## src/rtl/regfile_wb_arbiter_if.sv

```systemverilog
// Bus bundle for regfile_wb_arbiter: two writeback push channels, the RegFile write port and the scoreboard query.
// The master side drives requests and queries; the slave side is the arbiter itself.

interface regfile_wb_arbiter_if #(
    parameter int AW = 5,
    parameter int DW = 32
);
    logic          A_Valid;
    logic          A_Ready;
    logic [AW-1:0] A_Addr;
    logic [DW-1:0] A_Data;

    logic          M_Valid;
    logic          M_Ready;
    logic [AW-1:0] M_Addr;
    logic [DW-1:0] M_Data;

    logic          Reg_Write;
    logic [AW-1:0] Write_Reg_Addr;
    logic [DW-1:0] Write_Reg_Data;

    logic [AW-1:0] Query_Addr1;
    logic [AW-1:0] Query_Addr2;
    logic          Pending1;
    logic          Pending2;
    logic          Idle;

    modport master (
        output A_Valid, A_Addr, A_Data,
        output M_Valid, M_Addr, M_Data,
        output Query_Addr1, Query_Addr2,
        input  A_Ready, M_Ready,
        input  Reg_Write, Write_Reg_Addr, Write_Reg_Data,
        input  Pending1, Pending2, Idle
    );

    modport slave (
        input  A_Valid, A_Addr, A_Data,
        input  M_Valid, M_Addr, M_Data,
        input  Query_Addr1, Query_Addr2,
        output A_Ready, M_Ready,
        output Reg_Write, Write_Reg_Addr, Write_Reg_Data,
        output Pending1, Pending2, Idle
    );
endinterface

```

## src/rtl/regfile_wb_arbiter.sv

```systemverilog
// Round-robin merge of ALU (A) and load (M) writebacks onto the single RegFile write port, plus a pending-write scoreboard.
// Optional feature macro RFWB_DROP_R0_EN: accept but discard writes to register 0 instead of queueing them.

module regfile_wb_fifo #(
    parameter int DEPTH = 2,
    parameter int AW    = 5,
    parameter int DW    = 32
) (
    input  logic          Clk,
    input  logic          Clr,
    input  logic          push,
    input  logic [AW-1:0] push_addr,
    input  logic [DW-1:0] push_data,
    input  logic          pop,
    input  logic [AW-1:0] query1,
    input  logic [AW-1:0] query2,
    output logic          full,
    output logic          empty,
    output logic [AW-1:0] head_addr,
    output logic [DW-1:0] head_data,
    output logic          match1,
    output logic          match2
);
    localparam int PW = $clog2(DEPTH);
    localparam logic [PW:0] PTR_ONE = {{PW{1'b0}}, 1'b1};

    logic [PW:0]      wr_ptr;
    logic [PW:0]      rd_ptr;
    logic [AW-1:0]    addr_mem [DEPTH];
    logic [DW-1:0]    data_mem [DEPTH];
    logic [DEPTH-1:0] slot_valid;
    logic [PW-1:0]    wr_idx;
    logic [PW-1:0]    rd_idx;

    assign wr_idx    = wr_ptr[PW-1:0];
    assign rd_idx    = rd_ptr[PW-1:0];
    assign full      = (wr_ptr[PW] != rd_ptr[PW]) && (wr_idx == rd_idx);
    assign empty     = (wr_ptr == rd_ptr);
    assign head_addr = addr_mem[rd_idx];
    assign head_data = data_mem[rd_idx];

    // slot_valid mirrors occupancy per slot so the scoreboard can ignore stale storage
    always_ff @(posedge Clk or posedge Clr) begin
        if (Clr) begin
            wr_ptr     <= '0;
            rd_ptr     <= '0;
            slot_valid <= '0;
        end else begin
            if (pop) begin
                rd_ptr             <= rd_ptr + PTR_ONE;
                slot_valid[rd_idx] <= 1'b0;
            end
            if (push) begin
                wr_ptr             <= wr_ptr + PTR_ONE;
                slot_valid[wr_idx] <= 1'b1;
            end
        end
    end

    always_ff @(posedge Clk) begin
        if (push) begin
            addr_mem[wr_idx] <= push_addr;
            data_mem[wr_idx] <= push_data;
        end
    end

    always_comb begin
        match1 = 1'b0;
        match2 = 1'b0;
        for (int i = 0; i < DEPTH; i++) begin
            if (slot_valid[i] && (addr_mem[i] == query1)) match1 = 1'b1;
            if (slot_valid[i] && (addr_mem[i] == query2)) match2 = 1'b1;
        end
    end
endmodule

module regfile_wb_arbiter #(
    parameter int DEPTH = 2,
    parameter int AW    = 5,
    parameter int DW    = 32
) (
    input  logic                 Clk,
    input  logic                 Clr,
    regfile_wb_arbiter_if.slave  bus
);
    typedef enum logic {
        SRC_A = 1'b0,
        SRC_M = 1'b1
    } src_t;

    src_t          last_grant;
    logic          a_full, a_empty, a_push, a_pop, a_match1, a_match2;
    logic          m_full, m_empty, m_push, m_pop, m_match1, m_match2;
    logic [AW-1:0] a_head_addr, m_head_addr;
    logic [DW-1:0] a_head_data, m_head_data;
    logic          reg_write;
    logic [AW-1:0] wr_addr;
    logic [DW-1:0] wr_data;

    assign bus.A_Ready = !a_full;
    assign bus.M_Ready = !m_full;

`ifdef RFWB_DROP_R0_EN
    assign a_push = bus.A_Valid && !a_full && (bus.A_Addr != '0);
    assign m_push = bus.M_Valid && !m_full && (bus.M_Addr != '0);
`else
    assign a_push = bus.A_Valid && !a_full;
    assign m_push = bus.M_Valid && !m_full;
`endif

    regfile_wb_fifo #(.DEPTH(DEPTH), .AW(AW), .DW(DW)) a_fifo (
        .Clk       (Clk),
        .Clr       (Clr),
        .push      (a_push),
        .push_addr (bus.A_Addr),
        .push_data (bus.A_Data),
        .pop       (a_pop),
        .query1    (bus.Query_Addr1),
        .query2    (bus.Query_Addr2),
        .full      (a_full),
        .empty     (a_empty),
        .head_addr (a_head_addr),
        .head_data (a_head_data),
        .match1    (a_match1),
        .match2    (a_match2)
    );

    regfile_wb_fifo #(.DEPTH(DEPTH), .AW(AW), .DW(DW)) m_fifo (
        .Clk       (Clk),
        .Clr       (Clr),
        .push      (m_push),
        .push_addr (bus.M_Addr),
        .push_data (bus.M_Data),
        .pop       (m_pop),
        .query1    (bus.Query_Addr1),
        .query2    (bus.Query_Addr2),
        .full      (m_full),
        .empty     (m_empty),
        .head_addr (m_head_addr),
        .head_data (m_head_data),
        .match1    (m_match1),
        .match2    (m_match2)
    );

    // A wins when alone or when M had the previous grant; otherwise M takes it
    always_comb begin
        a_pop = 1'b0;
        m_pop = 1'b0;
        if (!a_empty && (m_empty || (last_grant == SRC_M))) begin
            a_pop = 1'b1;
        end else if (!m_empty) begin
            m_pop = 1'b1;
        end
    end

    always_ff @(posedge Clk or posedge Clr) begin
        if (Clr) begin
            reg_write  <= 1'b0;
            wr_addr    <= '0;
            wr_data    <= '0;
            last_grant <= SRC_M;
        end else begin
            reg_write <= a_pop || m_pop;
            if (a_pop) begin
                wr_addr    <= a_head_addr;
                wr_data    <= a_head_data;
                last_grant <= SRC_A;
            end else if (m_pop) begin
                wr_addr    <= m_head_addr;
                wr_data    <= m_head_data;
                last_grant <= SRC_M;
            end
        end
    end

    assign bus.Reg_Write      = reg_write;
    assign bus.Write_Reg_Addr = wr_addr;
    assign bus.Write_Reg_Data = wr_data;

    // Register 0 never reports pending, so the control FSM never stalls on it
    assign bus.Pending1 = (bus.Query_Addr1 != '0) &&
                          (a_match1 || m_match1 || (reg_write && (wr_addr == bus.Query_Addr1)));
    assign bus.Pending2 = (bus.Query_Addr2 != '0) &&
                          (a_match2 || m_match2 || (reg_write && (wr_addr == bus.Query_Addr2)));

    assign bus.Idle = a_empty && m_empty && !reg_write;
endmodule
```

## src/flat_wrapper.sv

```systemverilog
// flat-port wrapper written by rule: the top's interface ports become plain ports
module regfile_wb_arbiter_flat 
#(
    parameter int DEPTH = 2,
    parameter int AW    = 5,
    parameter int DW    = 32
)
  (Clk, Clr, bus_A_Valid, bus_A_Addr, bus_A_Data, bus_M_Valid, bus_M_Addr, bus_M_Data, bus_Query_Addr1, bus_Query_Addr2, bus_A_Ready, bus_M_Ready, bus_Reg_Write, bus_Write_Reg_Addr, bus_Write_Reg_Data, bus_Pending1, bus_Pending2, bus_Idle);
  regfile_wb_arbiter_if #(.AW(AW), .DW(DW)) bus_i ();
  input  logic Clk;
  input  logic Clr;
  input wire logic [$bits(bus_i.A_Valid)-1:0] bus_A_Valid;
  input wire logic [$bits(bus_i.A_Addr)-1:0] bus_A_Addr;
  input wire logic [$bits(bus_i.A_Data)-1:0] bus_A_Data;
  input wire logic [$bits(bus_i.M_Valid)-1:0] bus_M_Valid;
  input wire logic [$bits(bus_i.M_Addr)-1:0] bus_M_Addr;
  input wire logic [$bits(bus_i.M_Data)-1:0] bus_M_Data;
  input wire logic [$bits(bus_i.Query_Addr1)-1:0] bus_Query_Addr1;
  input wire logic [$bits(bus_i.Query_Addr2)-1:0] bus_Query_Addr2;
  output wire logic [$bits(bus_i.A_Ready)-1:0] bus_A_Ready;
  output wire logic [$bits(bus_i.M_Ready)-1:0] bus_M_Ready;
  output wire logic [$bits(bus_i.Reg_Write)-1:0] bus_Reg_Write;
  output wire logic [$bits(bus_i.Write_Reg_Addr)-1:0] bus_Write_Reg_Addr;
  output wire logic [$bits(bus_i.Write_Reg_Data)-1:0] bus_Write_Reg_Data;
  output wire logic [$bits(bus_i.Pending1)-1:0] bus_Pending1;
  output wire logic [$bits(bus_i.Pending2)-1:0] bus_Pending2;
  output wire logic [$bits(bus_i.Idle)-1:0] bus_Idle;
  assign bus_i.A_Valid = bus_A_Valid;
  assign bus_i.A_Addr = bus_A_Addr;
  assign bus_i.A_Data = bus_A_Data;
  assign bus_i.M_Valid = bus_M_Valid;
  assign bus_i.M_Addr = bus_M_Addr;
  assign bus_i.M_Data = bus_M_Data;
  assign bus_i.Query_Addr1 = bus_Query_Addr1;
  assign bus_i.Query_Addr2 = bus_Query_Addr2;
  assign bus_A_Ready = bus_i.A_Ready;
  assign bus_M_Ready = bus_i.M_Ready;
  assign bus_Reg_Write = bus_i.Reg_Write;
  assign bus_Write_Reg_Addr = bus_i.Write_Reg_Addr;
  assign bus_Write_Reg_Data = bus_i.Write_Reg_Data;
  assign bus_Pending1 = bus_i.Pending1;
  assign bus_Pending2 = bus_i.Pending2;
  assign bus_Idle = bus_i.Idle;
  regfile_wb_arbiter #(.DEPTH(DEPTH), .AW(AW), .DW(DW)) u_core (.Clk(Clk), .Clr(Clr), .bus(bus_i));
endmodule
```

## config.mk

```make
export PLATFORM = sky130hd
export DESIGN_NAME = regfile_wb_arbiter_flat
export DESIGN_NICKNAME = d
export VERILOG_FILES = /design/src/rtl/regfile_wb_arbiter_if.sv /design/src/rtl/regfile_wb_arbiter.sv /design/src/flat_wrapper.sv
export SDC_FILE = /design/constraint.sdc
export NUM_CORES = 1
export LEC_CHECK = 0
export CORE_ASPECT_RATIO = 1.25
export CORE_MARGIN = 2
export CORE_UTILIZATION = 48
export CTS_CLUSTER_SIZE = 28
export DETAILED_ROUTE_END_ITERATION = 6
export PLACE_DENSITY = 0.73
export SYNTH_ARGS = -nofsm -noshare
export SYNTH_HDL_FRONTEND = slang
export SYNTH_SLANG_ARGS = --single-unit
```

## constraint.sdc

```tcl
create_clock -name Clk -period 2.89 [get_ports Clk]
set_input_delay 0.4335 -clock Clk [delete_from_list [all_inputs] [get_ports Clk]]
set_output_delay 0.4335 -clock Clk [all_outputs]
set_load 0.02 [all_outputs]
```

After elaboration in Yosys (flattened, before gate mapping):

Memory sizes are Yosys's and may differ from the RTL's.
Index checks and enable logic that the tools add are counted.

* add/subtract/negate cells: 4
* $lt $le $gt $ge: 8
* equality and inequality tests: 16
* multiplexer cells: 33
* bitwise operators: 6
* reductions and logical operators: 36

Operators with widths (number)
* $mux W32: 2
* $eq A5 B5 Y1: 10
* $logic_and A1 B1 Y1: 23
* $mux W1: 21
* $mux W5: 2
* $reduce_bool A5 Y1: 2
* $add A2 B1 Y2 const B: 4
* $lt A1 B2 Y1 const B: 4
* $mux W2: 4
* $logic_or A1 B1 Y1: 6
* $and A2 B2 Y2: 2
* $demux W1 S1: 4
* $eq A2 B2 Y1: 2
* $ge A1 B1 Y1 const B: 4
* $logic_not A1 Y1: 4
* $not A2 Y2: 2
* $or A2 B2 Y2: 2
* $eq A1 B1 Y1: 2
* $ne A1 B1 Y1: 2
* $reduce_bool A2 Y1: 1

* register bits: 51
* bits in writable memories: 148
* bits of input ports: 88
* output and inout port bits: 43
* logic and storage cells: 117
* memories: 4

Memories
* u_core.a_fifo.data_mem: depth 2, bits a word 32, rd ports 1, clocked after memory_dff 0, write ports 1, line regfile_wb_arbiter.sv:30 `logic [DW-1:0] data_mem [DEPTH];`
* u_core.m_fifo.data_mem: depth 2, bits a word 32, rd ports 1, clocked after memory_dff 0, write ports 1, line regfile_wb_arbiter.sv:30
* u_core.a_fifo.addr_mem: depth 2, bits a word 5, rd ports 3, clocked after memory_dff 0, write ports 1, line regfile_wb_arbiter.sv:29 `logic [AW-1:0] addr_mem [DEPTH];`
* u_core.m_fifo.addr_mem: depth 2, bits a word 5, rd ports 3, clocked after memory_dff 0, write ports 1, line regfile_wb_arbiter.sv:29

Logic depth before layout (Yosys ltp):

* depth after elaboration: 9
* depth in mapped cells: 8
* mapped depth without buffers: 5

Cells and area by module:

Synthesis repeated with hierarchy kept, for this count alone.

* cells, all modules: 496
* area total of the unflattened synthesis: 8535.7 um^2

By module, submodules not included
* regfile_wb_fifo: times used 2, cells each 167, area each 3315.7 um^2, sequential area each 2372.3 um^2
* regfile_wb_arbiter: times used 1, cells each 162, area each 1904.3 um^2, sequential area each 977.2 um^2

Least setup slack after synthesis:

Ideal clock, no wire load.

* path kind: register -> register
* from: register u_core.m_fifo.rd_ptr[0]
* to: memory u_core.m_fifo.addr_mem[0][0] (enable)
* setup time: 431 ps
* data arrival time: 2589 ps
* path slack: -131 ps
* stages on the path, launching flop included: 6
* buffers on the path: 1
* clock period less this slack: 3021 ps
* cells stage by stage: dfrtp_1 buf_2 xnor2_1 nand2_1 nand2_1 nor2_1

* longest elaborated chain between the ends: 6

Ends and longest elaborated chain
* start: declaration: line regfile_wb_arbiter.sv:28 `logic [PW:0] rd_ptr;`
* start signal: assignment: line regfile_wb_arbiter.sv:50 `rd_ptr <= rd_ptr + PTR_ONE;`
* $eq A1 B1 Y1: line regfile_wb_arbiter.sv:37 `assign full = (wr_ptr[PW] != rd_ptr[PW]) && (wr_idx == rd_idx);`
* $logic_and A1 B1 Y1: line regfile_wb_arbiter.sv:37
* $logic_not A1 Y1
* net bus_M_Ready: line flat_wrapper.sv:21 `output wire logic [$bits(bus_i.M_Ready)-1:0] bus_M_Ready;`
* $logic_and A1 B1 Y1: line regfile_wb_arbiter.sv:108 `assign m_push = bus.M_Valid && !m_full;`
* $mux W1: line regfile_wb_arbiter.sv:61 `if (push) begin`
* $mux W1 (not written as such): line regfile_wb_arbiter.sv:62 `addr_mem[wr_idx] <= push_addr;`
* end: declaration: line regfile_wb_arbiter.sv:29

The timed path passes the listed nets, and every way through them passes these cells.

Worst setup path in the final report:

* from: register u_core.m_fifo.wr_ptr[0]
* to: output port bus_Idle

* longest elaborated chain between the ends: 3

Ends and longest elaborated chain
* start: declaration: line regfile_wb_arbiter.sv:27 `logic [PW:0] wr_ptr;`
* start signal: assignment: line regfile_wb_arbiter.sv:54 `wr_ptr <= wr_ptr + PTR_ONE;`
* $eq A2 B2 Y1: line regfile_wb_arbiter.sv:38 `assign empty = (wr_ptr == rd_ptr);`
* $logic_and A1 B1 Y1 (2 in a row): line regfile_wb_arbiter.sv:186 `assign bus.Idle = a_empty && m_empty && !reg_write;`
* end: declaration: line flat_wrapper.sv:27 `output wire logic [$bits(bus_i.Idle)-1:0] bus_Idle;`

Every way passes these cells.

==> flow_summary_export.csv <==
group,metric,value,unit
global_routing,grt_pass1_vias,5427,
place,dpl.hpwl,13000,um
power_and_ir_drop,p_sw,4.94,mW
floorplan,io_pins,131,
global_routing,grt_pass1_wl,29500,um
global_routing,grt.overflow.total,0,
cts,cts_buffer_depth,2,
global_routing,grt_max_degree,43,
route,drt_iter0_drc,374,
global_routing,antenna_found_initial,0,
timing,finalMaxSlewViolations,0,
yosys,avgSynthCellArea,13.9,um^2
cells_and_area,area_growth,27.5,%
floorplan,die_area,18000,um^2
timing,finalCriticalPeriod,2.74,ns
route,dr_total_vias,5145,
setup_path,critical_path_required,2.46,ns
power_and_ir_drop,seqPwrFrac,37.9,%
global_routing,grt_usage,22.3,%
setup_path,crit_fanout,7,
timing,max_freq,365,MHz
yosys,synth_fp_nets,672,
timing,skew,0.0157,ns
power_and_ir_drop,p_int,7.88,mW
cells_and_area,fin_area,10400,um^2
cts,htreeDepth,4,
setup_path,path_cells,"xnor2_1, nand3_2, nor2_1, clkdlybuf4s50_1",
setup_path,crit_path_end_kind,"primary output",
cells_and_area,drive_gt1_share,11.6,%
power_and_ir_drop,switching_share,38.5,%
yosys,yosys_warnings,0,
yosys,synth_area,8130,um^2
timing,min_period_over_period,94.8,%
cts,numCtsBuffers,17,
timing,hold_slack,0.401,ns
timing,worst_slew_pin_slew,1.04,ns
cells_and_area,fin_nets,809,
worst_hold_path,min_path_type,"in2async",
setup_path,worstSetupPathType,"reg2out",
yosys,synth_cell_types,38,
route,routed_wl,19500,um
floorplan,die_height,149,um
route,avgRoutedWirePerCell,20.4,um
yosys,ys_seq_elements,199,
outcome,outcome,"finished clean",
route,drc_errors,0,
yosys,synth_cells,584,
cts,clock_latency,0.44,ns
setup_path,reg2reg_depth,6,
power_and_ir_drop,p_clk_share,18.0,%
cells_and_area,fill_cells,1315,
cts,cts_tree,"done",
yosys,async_flop_share,25.6,%
place,placed_area,9800,um^2
route,final_antenna_net_count,0,
power_and_ir_drop,leakage,3.79,nW
place,io_buffers,130,
timing,max-slew-margin-rel,30.7,%
power_and_ir_drop,comb_power_share,44.1,%
setup_path,start_kind,"flop",
floorplan,design.core.area,16700,um^2
yosys,ys.flop_type,"edfxtp_1",
yosys,synth-edff-count,148,
cts,clkTransAtPathRegs,0.07,ns
cts,postCtsHoldBufs,0,
cts,clock_sinks,199,
power_and_ir_drop,peakVddDrop,0.708,mV
place,gp_congestion,0.898,
floorplan,start_util,48.6,%
cells_and_area,diodes,0,
setup_path,slowest_delay,0.62,ns
cts,root_buffer,"clkbuf_16",
route,drt_pass1_iterations,4,
setup_path,crit_slowest_cell,"clkdlybuf4s50_1",
floorplan,rows,53,
power_and_ir_drop,power,12.8,mW
setup_path,crit_arrival,2.30,ns
timing,hold_viol,0,
power_and_ir_drop,powerDensity,1240,nW/um^2
flow_run,max-cap-violations,0,
floorplan,die_w,120,um
yosys,seq_area_frac_synth,70.4,%
route,vias_per_cell,5.39,
timing,rsz0062_at_grt,"no",
timing,finalSetupViolCount,0,
==> cell families (layout without fill, tap and decap cells) <==
| family | after synthesis | count (layout) | share of synthesized area (%) |
|---|---|---|---|
| AO/OA/AOI/OAI | 90 | 90 | 7.13 |
| multiplexers | 37 | 37 | 4.82 |
| AND/OR/NAND/NOR | 156 | 156 | 8.70 |
| XOR/XNOR | 64 | 64 | 6.90 |
| flip-flops | 199 | 199 | 70.4 |
| buffers and inverters | 38 | 188 | 2.08 |
==> path summary, 6_finish.rpt <==
kind,slack (ns),from,end
worst min-delay path,0.40,Clr,u_core.bus.Write_Reg_Data[10]$_DFFE_PP0P_
min in group Clk,0.49,u_core.a_fifo.wr_ptr[1]$_DFFE_PP0P_,u_core.a_fifo.wr_ptr[1]$_DFFE_PP0P_
worst max register to register,0.59,u_core.a_fifo.rd_ptr[0]$_DFFE_PP0P_,u_core.a_fifo.data_mem[0][2]$_DFFE_PP_
max in group asynchronous,1.76,Clr,u_core.last_grant$_DFFE_PP1P_
worst min register to register,0.49,u_core.a_fifo.wr_ptr[1]$_DFFE_PP0P_,u_core.a_fifo.wr_ptr[1]$_DFFE_PP0P_
worst max-delay path,0.15,u_core.m_fifo.wr_ptr[0]$_DFFE_PP0P_,bus_Idle
==> area by class of cell <==
| type | count | area (um^2) | area share [%] |
|---|---|---|---|
| flip-flops and latches | 199 | 5720 | 55.2 |
| multi-input cells | 347 | 2270 | 21.9 |
| clock buffers | 19 | 443 | 4.27 |
| clock inverters | 13 | 130 | 1.26 |
| well taps | 220 | 275 | 2.66 |
| repair buffers | 152 | 1510 | 14.6 |
| inverters | 4 | 15.0 | 0.145 |
==> synth_stat cells, types with 2 or more instances <==
library cell  number  area, um^2
xnor2_1           24         210
a21oi_1           40         200
nor2_1            42         158
nand3_1           10        50.1
a22o_1            20         175
nand4_1            2        12.5
o22a_1             2        17.5
nand2_1           67         251
and3_1             2        12.5
clkbuf_1          19        71.3
or4_1              2        15.0
mux2_2            17         191
mux2i_1           20         200
nor4_1             8        50.1
nor2b_1           18         113
a21o_1             2        15.0
dfrtp_1           50        1250
edfxtp_1         148        4440
inv_1              4        15.0
xor2_1            40         350
nor2_2             2        12.5
buf_2             12        60.1
o22ai_1           18         113
==> placed cells by master, fill, tap and decap left out, types with 3 or more instances in the layout <==
master,netlist,layout
mux2i_1,20,20
clkdlybuf4s50_1,0,126
inv_6,0,8
dfrtp_1,50,48
inv_1,4,3
xor2_1,40,40
nand2_1,67,67
nor2b_1,18,18
xnor2_1,24,24
dlygate4sd2_1,0,4
a22o_1,20,20
edfxtp_1,148,148
clkbuf_16,0,17
o22ai_1,18,18
buf_4,1,18
nor2_1,42,40
mux2_2,17,17
nor4_1,8,8
buf_12,0,4
a21oi_1,40,40
nand3_1,10,9
==> registers in the layout, summed over array words and instances (netlist names) <==
| name | count |
|---|---|
| u_core.a_fifo.data_mem | 64 |
| u_core.m_fifo.data_mem | 64 |
| u_core.bus.Write_Reg_Data | 32 |
| u_core.a_fifo.addr_mem | 10 |
| u_core.m_fifo.addr_mem | 10 |
| u_core.bus.Write_Reg_Addr | 5 |
| u_core.a_fifo.rd_ptr | 2 |
| u_core.a_fifo.slot_valid | 2 |
| u_core.a_fifo.wr_ptr | 2 |
| u_core.m_fifo.rd_ptr | 2 |
| u_core.m_fifo.slot_valid | 2 |
| u_core.m_fifo.wr_ptr | 2 |
| u_core.bus.Reg_Write | 1 |
| u_core.last_grant | 1 |
==> timing repair <==
item | in CTS | in global routing
setup endpoints to repair | 2 | 0
setup buffers | 0 | 0
resized for setup | 4 | 0
==> per-layer routing <==
layer	GRT usage, %	share of wire [%]	vias up	routed length [um]
met1	27.2	40	2560	7850
met2	38.8	52	174	10200
met5	0	0	-	0
met4	9.88	2.6	0	499
li1	-	-	2379	-
met3	3.81	5.0	32	966
==> power groups by stage <==
stage	registers, mW	logic, mW	clock network (mW)
finish	4.86	5.65	2.31
global route	4.96	6.15	2.44
CTS	4.87	5.74	2.34
detailed placement	4.92	5.73	0
global placement	4.89	5.52	0
floorplan	5.06	3.38	0
==> stage by stage <==
| stage | util (%) | setup slack (ns) | TNS [ns] | std cells |
|---|---|---|---|---|
| 6_report | 62.0 | 0.152 | 0 | 954 |
| 5_1_grt | 62.0 | 0.0451 | 0 | 954 |
| 4_1_cts | 62.0 | 0.130 | 0 | 954 |
| 3_5_place_dp | 58.6 | -0.0738 | -0.126 | 922 |
| 3_3_place_gp | 58.6 | -0.0435 | -0.0737 | 922 |
| 2_1_floorplan | - | 0.472 | 0 | 584 |
==> worst max-delay path, delay by kind of cell (launching register included) <==
kind / cells / cell delay [ns]
xor gates and xnor gates: 1 / 0.45
DFF: 1 / 0.47
buffers and inverters: 1 / 0.62
and+or+nand+nor: 2 / 0.33
Note: power is estimated with default switching activity, not from simulation.
